## src/rtl/rn_ram_arbiter_pkg.sv

```systemverilog
// Shared types and default sizing for the Rn RAM arbiter.
// The FSM state and the "who was served last" flag live here so the top and the picker agree.
package rn_ram_arbiter_pkg;

  localparam int RN_ADDR_W    = 9;
  localparam int RN_DATA_W    = 32;
  localparam int RN_RD_LAT    = 2;
  localparam int RN_CLR_WORDS = 11;

  typedef enum logic [2:0] {
    ST_IDLE,
    ST_CLEAR,
    ST_WRITE,
    ST_READ,
    ST_READ_WAIT
  } state_t;

  typedef enum logic {
    SRC_WRITER = 1'b0,
    SRC_READER = 1'b1
  } src_t;

endpackage

```

## src/rtl/rn_ram_arbiter_rr_arb2.sv

```systemverilog
// Two-way round-robin picker: one-hot select between writer and reader.
// On a tie the source that was not served last wins.
module rn_ram_arbiter_rr_arb2
  import rn_ram_arbiter_pkg::*;
(
  input  logic wr_req,
  input  logic rd_req,
  input  src_t last_served,
  output logic sel_wr,
  output logic sel_rd
);

  // NOTE: every output gets a default first so no path leaves it unassigned (no latch).
  always_comb begin
    sel_wr = 1'b0;
    sel_rd = 1'b0;
    if (wr_req && rd_req) begin
      sel_wr = (last_served == SRC_READER);
      sel_rd = (last_served == SRC_WRITER);
    end else begin
      sel_wr = wr_req;
      sel_rd = rd_req;
    end
  end

endmodule

```

## src/rtl/rn_ram_arbiter.sv

```systemverilog
// Owns the single-port Rn RAM: serialises writer/reader word accesses and runs the
// per-frame clear of Rn[0..CLR_WORDS-1]. All outputs are registered.
module rn_ram_arbiter
  import rn_ram_arbiter_pkg::*;
#(
  parameter int ADDR_W    = RN_ADDR_W,
  parameter int DATA_W    = RN_DATA_W,
  parameter int RD_LAT    = RN_RD_LAT,
  parameter int CLR_WORDS = RN_CLR_WORDS
) (
  input  logic              clk,
  input  logic              rst,
  input  logic              wr_req,
  input  logic [ADDR_W-1:0] wr_addr,
  input  logic [DATA_W-1:0] wr_data,
  output logic              wr_gnt,
  input  logic              rd_req,
  input  logic [ADDR_W-1:0] rd_addr,
  output logic              rd_gnt,
  output logic [DATA_W-1:0] rd_data,
  output logic              rd_valid,
  input  logic              clr_start,
  output logic              clr_busy,
  output logic              clr_done,
  output logic [ADDR_W-1:0] ram_addr,
  output logic [DATA_W-1:0] ram_data,
  output logic              ram_rden,
  output logic              ram_wren,
  input  logic [DATA_W-1:0] ram_q
);

  localparam int CNT_W = 2;

  if (CLR_WORDS < 1 || CLR_WORDS > (1 << ADDR_W)) begin : g_bad_clr_words
    $error("rn_ram_arbiter: CLR_WORDS must be in 1..2**ADDR_W");
  end
  if (RD_LAT < 1 || RD_LAT > 3) begin : g_bad_rd_lat
    $error("rn_ram_arbiter: RD_LAT must be in 1..3");
  end

  state_t             state;
  src_t               last_served;
  logic [CNT_W-1:0]   lat_cnt;
  logic               sel_wr;
  logic               sel_rd;

  rn_ram_arbiter_rr_arb2 u_rr_arb2 (
    .wr_req      (wr_req),
    .rd_req      (rd_req),
    .last_served (last_served),
    .sel_wr      (sel_wr),
    .sel_rd      (sel_rd)
  );

  // NOTE: sequential state uses non-blocking assignments only, so every register
  // sees the pre-edge value of every other register.
  always_ff @(posedge clk) begin
    if (rst) begin
      state       <= ST_IDLE;
      last_served <= SRC_READER;
      lat_cnt     <= '0;
      wr_gnt      <= 1'b0;
      rd_gnt      <= 1'b0;
      rd_data     <= '0;
      rd_valid    <= 1'b0;
      clr_busy    <= 1'b0;
      clr_done    <= 1'b0;
      ram_addr    <= '0;
      ram_data    <= '0;
      ram_rden    <= 1'b0;
      ram_wren    <= 1'b0;
    end else begin
      wr_gnt   <= 1'b0;
      rd_gnt   <= 1'b0;
      rd_valid <= 1'b0;
      clr_done <= 1'b0;
      ram_rden <= 1'b0;
      ram_wren <= 1'b0;
      unique case (state)
        ST_IDLE: begin
          if (clr_start) begin
            state    <= ST_CLEAR;
            clr_busy <= 1'b1;
            ram_addr <= '0;
            ram_data <= '0;
            ram_wren <= 1'b1;
          end else if (sel_wr) begin
            state       <= ST_WRITE;
            wr_gnt      <= 1'b1;
            ram_addr    <= wr_addr;
            ram_data    <= wr_data;
            last_served <= SRC_WRITER;
          end else if (sel_rd) begin
            // Read enable goes out with the grant so rd_valid lands RD_LAT+1 after rd_gnt.
            state       <= ST_READ;
            rd_gnt      <= 1'b1;
            ram_rden    <= 1'b1;
            ram_addr    <= rd_addr;
            last_served <= SRC_READER;
          end
        end
        ST_CLEAR: begin
          if (ram_addr == ADDR_W'(CLR_WORDS - 1)) begin
            state    <= ST_IDLE;
            clr_busy <= 1'b0;
            clr_done <= 1'b1;
          end else begin
            ram_addr <= ram_addr + ADDR_W'(1);
            ram_wren <= 1'b1;
          end
        end
        ST_WRITE: begin
          state    <= ST_IDLE;
          ram_wren <= 1'b1;
        end
        ST_READ: begin
          state   <= ST_READ_WAIT;
          lat_cnt <= '0;
        end
        ST_READ_WAIT: begin
          if (lat_cnt == CNT_W'(RD_LAT - 1)) begin
            state    <= ST_IDLE;
            rd_data  <= ram_q;
            rd_valid <= 1'b1;
          end else begin
            lat_cnt <= lat_cnt + CNT_W'(1);
          end
        end
        default: state <= ST_IDLE;
      endcase
    end
  end

endmodule

```

## config.mk

```make
export PLATFORM = sky130hd
export DESIGN_NAME = rn_ram_arbiter
export DESIGN_NICKNAME = d
export VERILOG_FILES = /design/src/rtl/rn_ram_arbiter_pkg.sv /design/src/rtl/rn_ram_arbiter_rr_arb2.sv /design/src/rtl/rn_ram_arbiter.sv
export SDC_FILE = /design/constraint.sdc
export NUM_CORES = 1
export LEC_CHECK = 0
export BUFFER_PORTS_ARGS = -buffer_cell sky130_fd_sc_hd__buf_2
export CAP_MARGIN = 15
export CELL_PAD_IN_SITES_DETAIL_PLACEMENT = 1
export CELL_PAD_IN_SITES_GLOBAL_PLACEMENT = 2
export CORE_AREA = 2 2 118 120
export CTS_BUF_LIST = sky130_fd_sc_hd__clkbuf_16
export CTS_CLUSTER_SIZE = 40
export DETAILED_ROUTE_END_ITERATION = 10
export DIE_AREA = 0 0 120 122
export PLACE_DENSITY_LB_ADDON = 0.1
export SLEW_MARGIN = 15
export SYNTH_ARGS = -nofsm -noshare
export SYNTH_HDL_FRONTEND = slang
export SYNTH_SLANG_ARGS = --single-unit
export TNS_END_PERCENT = 20
```

## constraint.sdc

```tcl
create_clock -name clk -period 2.6 [get_ports clk]
set_input_delay 0.78 -clock clk [delete_from_list [all_inputs] [get_ports clk]]
set_output_delay 0.78 -clock clk [all_outputs]
set_load 0.01 [all_outputs]
```

[Yosys cells after proc, flatten, opt, wreduce, memory -nomap -nowiden]
Cells that the tools add are included.
Cells by class
  shifts and indexed selects: 0
  reductions and logical operators: 17
  mux-type cells: 29
  $add $sub $neg: 2
  eq/ne operators: 12
  bitwise logic cells: 5
  divide/modulo/power cells: 0
  magnitude comparators: 0
  $mul: 0
Operators by type and width (count)
  $mux 32: 2
  $mux 9: 4
  $pmux 9 s2: 1
  $mux 3: 5
  $mux 1: 12
  $pmux 3 s4: 1
  $reduce_and 3->1: 4
  $ne 2x2->1 const B: 5
  $add 9x1->9 const B: 1
  $eq 9x4->1 const B: 1
  $reduce_bool 2->1: 4
  $eq 3x2->1 const B: 2
  $reduce_and 2->1: 3
  $not 1->1: 5
  $ne 4x4->1 const B: 1
  $pmux 2 s2: 1
  $reduce_or 2->1: 2
  $reduce_or 4->1: 1
  $eq 3x1->1 const B: 1
  $eq 3x3->1 const B: 1
  $logic_not 3->1: 1
  $pmux 1 s3: 1
  $reduce_or 3->1: 1
  $add 2x1->2 const B: 1
  4 further kinds: 4
Storage, ports and cells
  word-level logic and storage cells: 77
  memories kept: 0
  memory bits (writable): 0
  flip-flop bits (word level): 85
  bits of input ports: 87
  bits in latches: 0
  bits in read-only memories: 0
  output and inout port bits: 80

[Longest topological paths before layout]
  depth in word-level cells: 6
  mapped depth: 8
  mapped depth without buffers: 7

[Modules after synthesis]
A second synthesis with hierarchy kept.
Second synthesis, totals
  cells, all modules: 378
  area total of the unflattened synthesis: 3502.1 sq um
By module, submodules not included
  rn_ram_arbiter: instances 1, cells each 375, area each 3483.3 sq um, sequential area each 1701.6 sq um
  rn_ram_arbiter_rr_arb2: instances 1, cells each 3, area each 18.8 sq um, sequential area each 0.0 sq um

[Worst setup path before layout]
Ideal clock, no wire load.
  path kind: input -> register
  start point: input rd_req
  end point: register ram_addr[0]
  setup time: 133 ps
  arrival: 1931 ps
  setup slack: 536 ps
  stages: 6
  buffers on the path: 1
  required time: 2467 ps
  path through: inv_1 -> o21ai_1 -> buf_4 -> mux2_2 -> a221oi_1 -> a211oi_2
On the way
  word-level cells in the longest chain between the ends: 5
  elaborated cells on any way between the ends: 8
  those cells by class: eq/ne: 1; mux: 5; reduce/logical: 2
RTL lines
  start, declared: line rn_ram_arbiter.sv:17  | input logic rd_req,
  $logic_and 1x1->1: line rn_ram_arbiter_rr_arb2.sv:17  | if (wr_req && rd_req) begin
  $mux 1: line rn_ram_arbiter_rr_arb2.sv:17
  $mux 9: line rn_ram_arbiter.sv:87  | end else if (sel_wr) begin
  $mux 9: line rn_ram_arbiter.sv:81  | if (clr_start) begin
  $pmux 9 s2: line rn_ram_arbiter.sv:79  | unique case (state)
  end signal, assigned: line rn_ram_arbiter.sv:90  | ram_addr <= wr_addr;
  end signal, assigned: line rn_ram_arbiter.sv:98  | ram_addr <= rd_addr;
  end signal, assigned: line rn_ram_arbiter.sv:108  | ram_addr <= ram_addr + ADDR_W'(1);
  end, declared: line rn_ram_arbiter.sv:25  | output logic [ADDR_W-1:0] ram_addr,
Parallel ways exist; a longest one is shown, timed or not.
A chain may end at the register's enable or synchronous reset.

[Worst setup path after layout]
  start point: register ram_addr[0]
  end point: register ram_addr[4]
On the way
  word-level cells in the longest chain between the ends: 3
  elaborated cells on any way between the ends: 6
  those cells by class: add/sub: 1; eq/ne: 2; mux: 2; reduce/logical: 1
RTL lines (line)
  $add 9x1->9 or $eq 9x4->1 (tied branches): rn_ram_arbiter.sv:108, rn_ram_arbiter.sv:103
  $mux 9 or $ne 2x2->1 (tied branches)
  $pmux 9 s2 or $reduce_and 3->1 (tied branches)
Parallel ways exist; a longest one is shown, timed or not. The select of a mux whose other input is x is not followed.

==> impl_results.md <==
* Die H at 122 um
* Util after Layout at 0.339
* Gpl congestion at 0.733
* RSZ-0062 raised after global routing: no
* Mapped Area at 0.00327 mm^2
* Core area at 0.0135 mm^2
* WP depth at 7
* Die W at 120 um
* P per Cell Area at 672 mW/mm^2
* Mapped Cells at 354
* Global-route wire length before repair at 16300 um
* CP Data Required Time at 2850 ps
* Fin. Hold Viols at 0
* Design Area, Final at 0.00457 mm^2
* WHS at 452 ps
* DRT iter0 DRCs at 134
* Hold depth at 2
* CP top delay family: simple AND/OR/NAND/NOR gates
* Flops & latches, synth at 85
* Total grt overflow at 0
* Measured slew at the worst slew-check pin at 504 ps
* Total track usage at 0.143
* Tcrit/Tclk final at 0.817
* Worst min path class: reg2reg
* Max stage delay cell, worst path: a211o_4
* Post-CTS Setup Bufs at 0
* WS Path Type: reg2reg
* Reg clk slew, reported paths at 70 ps
* Port Buffers at 166
* R2R Path Start: ram_addr[0]$_SDFFE_PP0P_
* Pre-CTS setup slack at 74.2 ps
* Data arrival, critical path at 2380 ps
* # H-tree levels at 3
* Skew final at 3.47 ps
* Fmax at 0.471 GHz
* Worst-path fanout max at 14
* Power consumption at 3.07 mW
* R2R setup slack at 480 ps
* I/O pin cnt at 167
* Net count after synthesis at 444
* Crit. End Element: flop
* CTS Root Cell: clkbuf_16
* Number of synthesized flops with an enable pin at 0
* CTS sink count at 85
* Antenna Nets Post-Route at 0
* Async SR Flop Fraction at 0
* Commonest cells after routing, fill and taps aside: 166 x buf_2, 85 x dfxtp_1, 71 x nand2_1
* Vias at 3166
* Final min period at 2120 ps
* CTS-repair resized insts at 0
* Final wirelength at 10200 um
* Status: finished clean
* Die area at 0.0146 mm^2
* Synth Area per Inst at 9.25 um^2
* Pins Over Slew Limit at 0
* Max IR drop VDD at 0.000232 V
* Layout cells sized above 1 at 0.390
* Post-layout nets at 603
* Clk Latency, worst-skew pair at 340 ps
* Yosys cell types at 44
* Max-slew headroom at 0.663
* Critical path cell sequence: inv_1, ha_1, nor4b_2, and4_4, a211o_4, nand2b_1, o32ai_1
* Wire length per cell at 14.6 um
* Setup Viol. Count Final at 0
* Total CTS buffers at 9
* Critical path buffers and inverters at 1
* Reg2Reg Depth at 7
* MaxCap Viol Count at 0
* # rows at 43
* Hold path startpoint: rd_data[2]$_SDFFE_PP0P_
* Final WS setup at 475 ps
* Synth Warn # at 0
* Largest net degree at the start of global routing at 34
* Post-Place Cells at 681
* Via density at 4.54
* Placed Instance Area at 0.00425 mm^2
* CP startpoint kind: flop
* Initial Util at 0.242
* Critical path's largest stage delay at 420 ps
* Main flop type after synthesis: dfxtp_1
* Drc violations at 0
* Clock Tree Buf Depth at 2
* DRT Pass-1 Iters at 4
* Lkg Pwr at 2.09 nW
* R2R Path End: ram_addr[4]$_SDFFE_PP0P_
* Final TNS setup at 0 ps
* Initial antenna violation count at 0
* Diodes inserted at 0
* CTS tree: done
* WHS Endpoint: rd_data[2]$_SDFFE_PP0P_
* Non-Filler Instances at 698
* Sequential area share after synthesis at 0.520
* Most common cell after layout, fill and taps aside: buf_2
* # hold bufs at CTS at 0
* Post-DP HPWL at 7140 um
* Number of global-route vias before repair at 3160
* Area grow syn2layout at 39.7%
[registers in the layout, summed over array words and instances (netlist names)]
| signal | cells |
|---|---|
| clr_busy | 1 |
| clr_done | 1 |
| last_served | 1 |
| lat_cnt | 2 |
| ram_addr | 9 |
| ram_data | 32 |
| ram_rden | 1 |
| ram_wren | 1 |
| rd_data | 32 |
| rd_valid | 1 |
| state | 3 |
| wr_gnt | 1 |
[per-layer routing]
metal / part of all wire / GRT usage / vias up
li1: - / - / 1564
met1: 0.44 / 0.173 / 1491
met2: 0.48 / 0.239 / 99
met3: 0.064 / 0.0431 / 12
met4: 0.016 / 0.0574 / 0
met5: 0 / 0 / -
[cell type report]
type                    instances  area [um^2]
well taps                     180          225
fillers                      1619         8930
multi-input cells             231         1380
flip-flops and latches         85         1700
clock inverters                 7         82.6
inverters                      12         45.0
clock buffers                   9          225
repair buffers                174          911
[Yosys cell counts, drive strengths merged, types with 3 or more instances]
cell    count  area (um^2)
o32a        4         40.0
ha          3         37.5
a21oi      42          218
nor2       21         78.8
o32ai       3         26.3
nor3        5         30.0
buf        17          119
inv        12         45.0
mux2        4         45.0
o211ai      3         22.5
o21ai       7         35.0
nand2      71          267
mux2i       6         60.1
a22o       32          280
clkbuf      9         35.0
nand3       6         30.0
dfxtp      85         1700
[kinds of logic (layout without fill, tap and decap cells)]
group	Yosys count	in the layout	share of synthesized area
AOI/OAI and AO/OA	104	104	0.227
adders and majority gates	3	3	0.0115
and+or+nand+nor	114	114	0.149
DFF	85	85	0.520
muxes	10	10	0.0321
buffers and inverters	38	202	0.0608
[worst reg2reg max path: stages (launching register included)]
cell and delay (ps):
dfxtp_1 410, inv_1 110, ha_1 220, nor4b_2 160, and4_4 210, a211o_4 430
nand2b_1 310, o32ai_1 180
[report_power, final]
part	switching [mW]	total (mW)	internal, mW
sequential	0.0388	1.39	1.35
clock	0.575	1.33	0.758
combinational	0.194	0.353	0.159
total	0.808	3.07	2.26
[worst max-delay path by stage]
stage | start | to
finish | ram_addr[0]$_SDFFE_PP0P_ | ram_addr[4]$_SDFFE_PP0P_
global route | ram_addr[0]$_SDFFE_PP0P_ | ram_addr[4]$_SDFFE_PP0P_
CTS | state[1]$_SDFFE_PP0P_ | ram_data[25]$_SDFFE_PP0P_
detailed placement | clr_start | ram_data[8]$_SDFFE_PP0P_
global placement | clr_start | ram_data[22]$_SDFFE_PP0P_
floorplan | rd_req | ram_addr[0]$_SDFFE_PP0P_
Power figures use the tool's default switching activity.
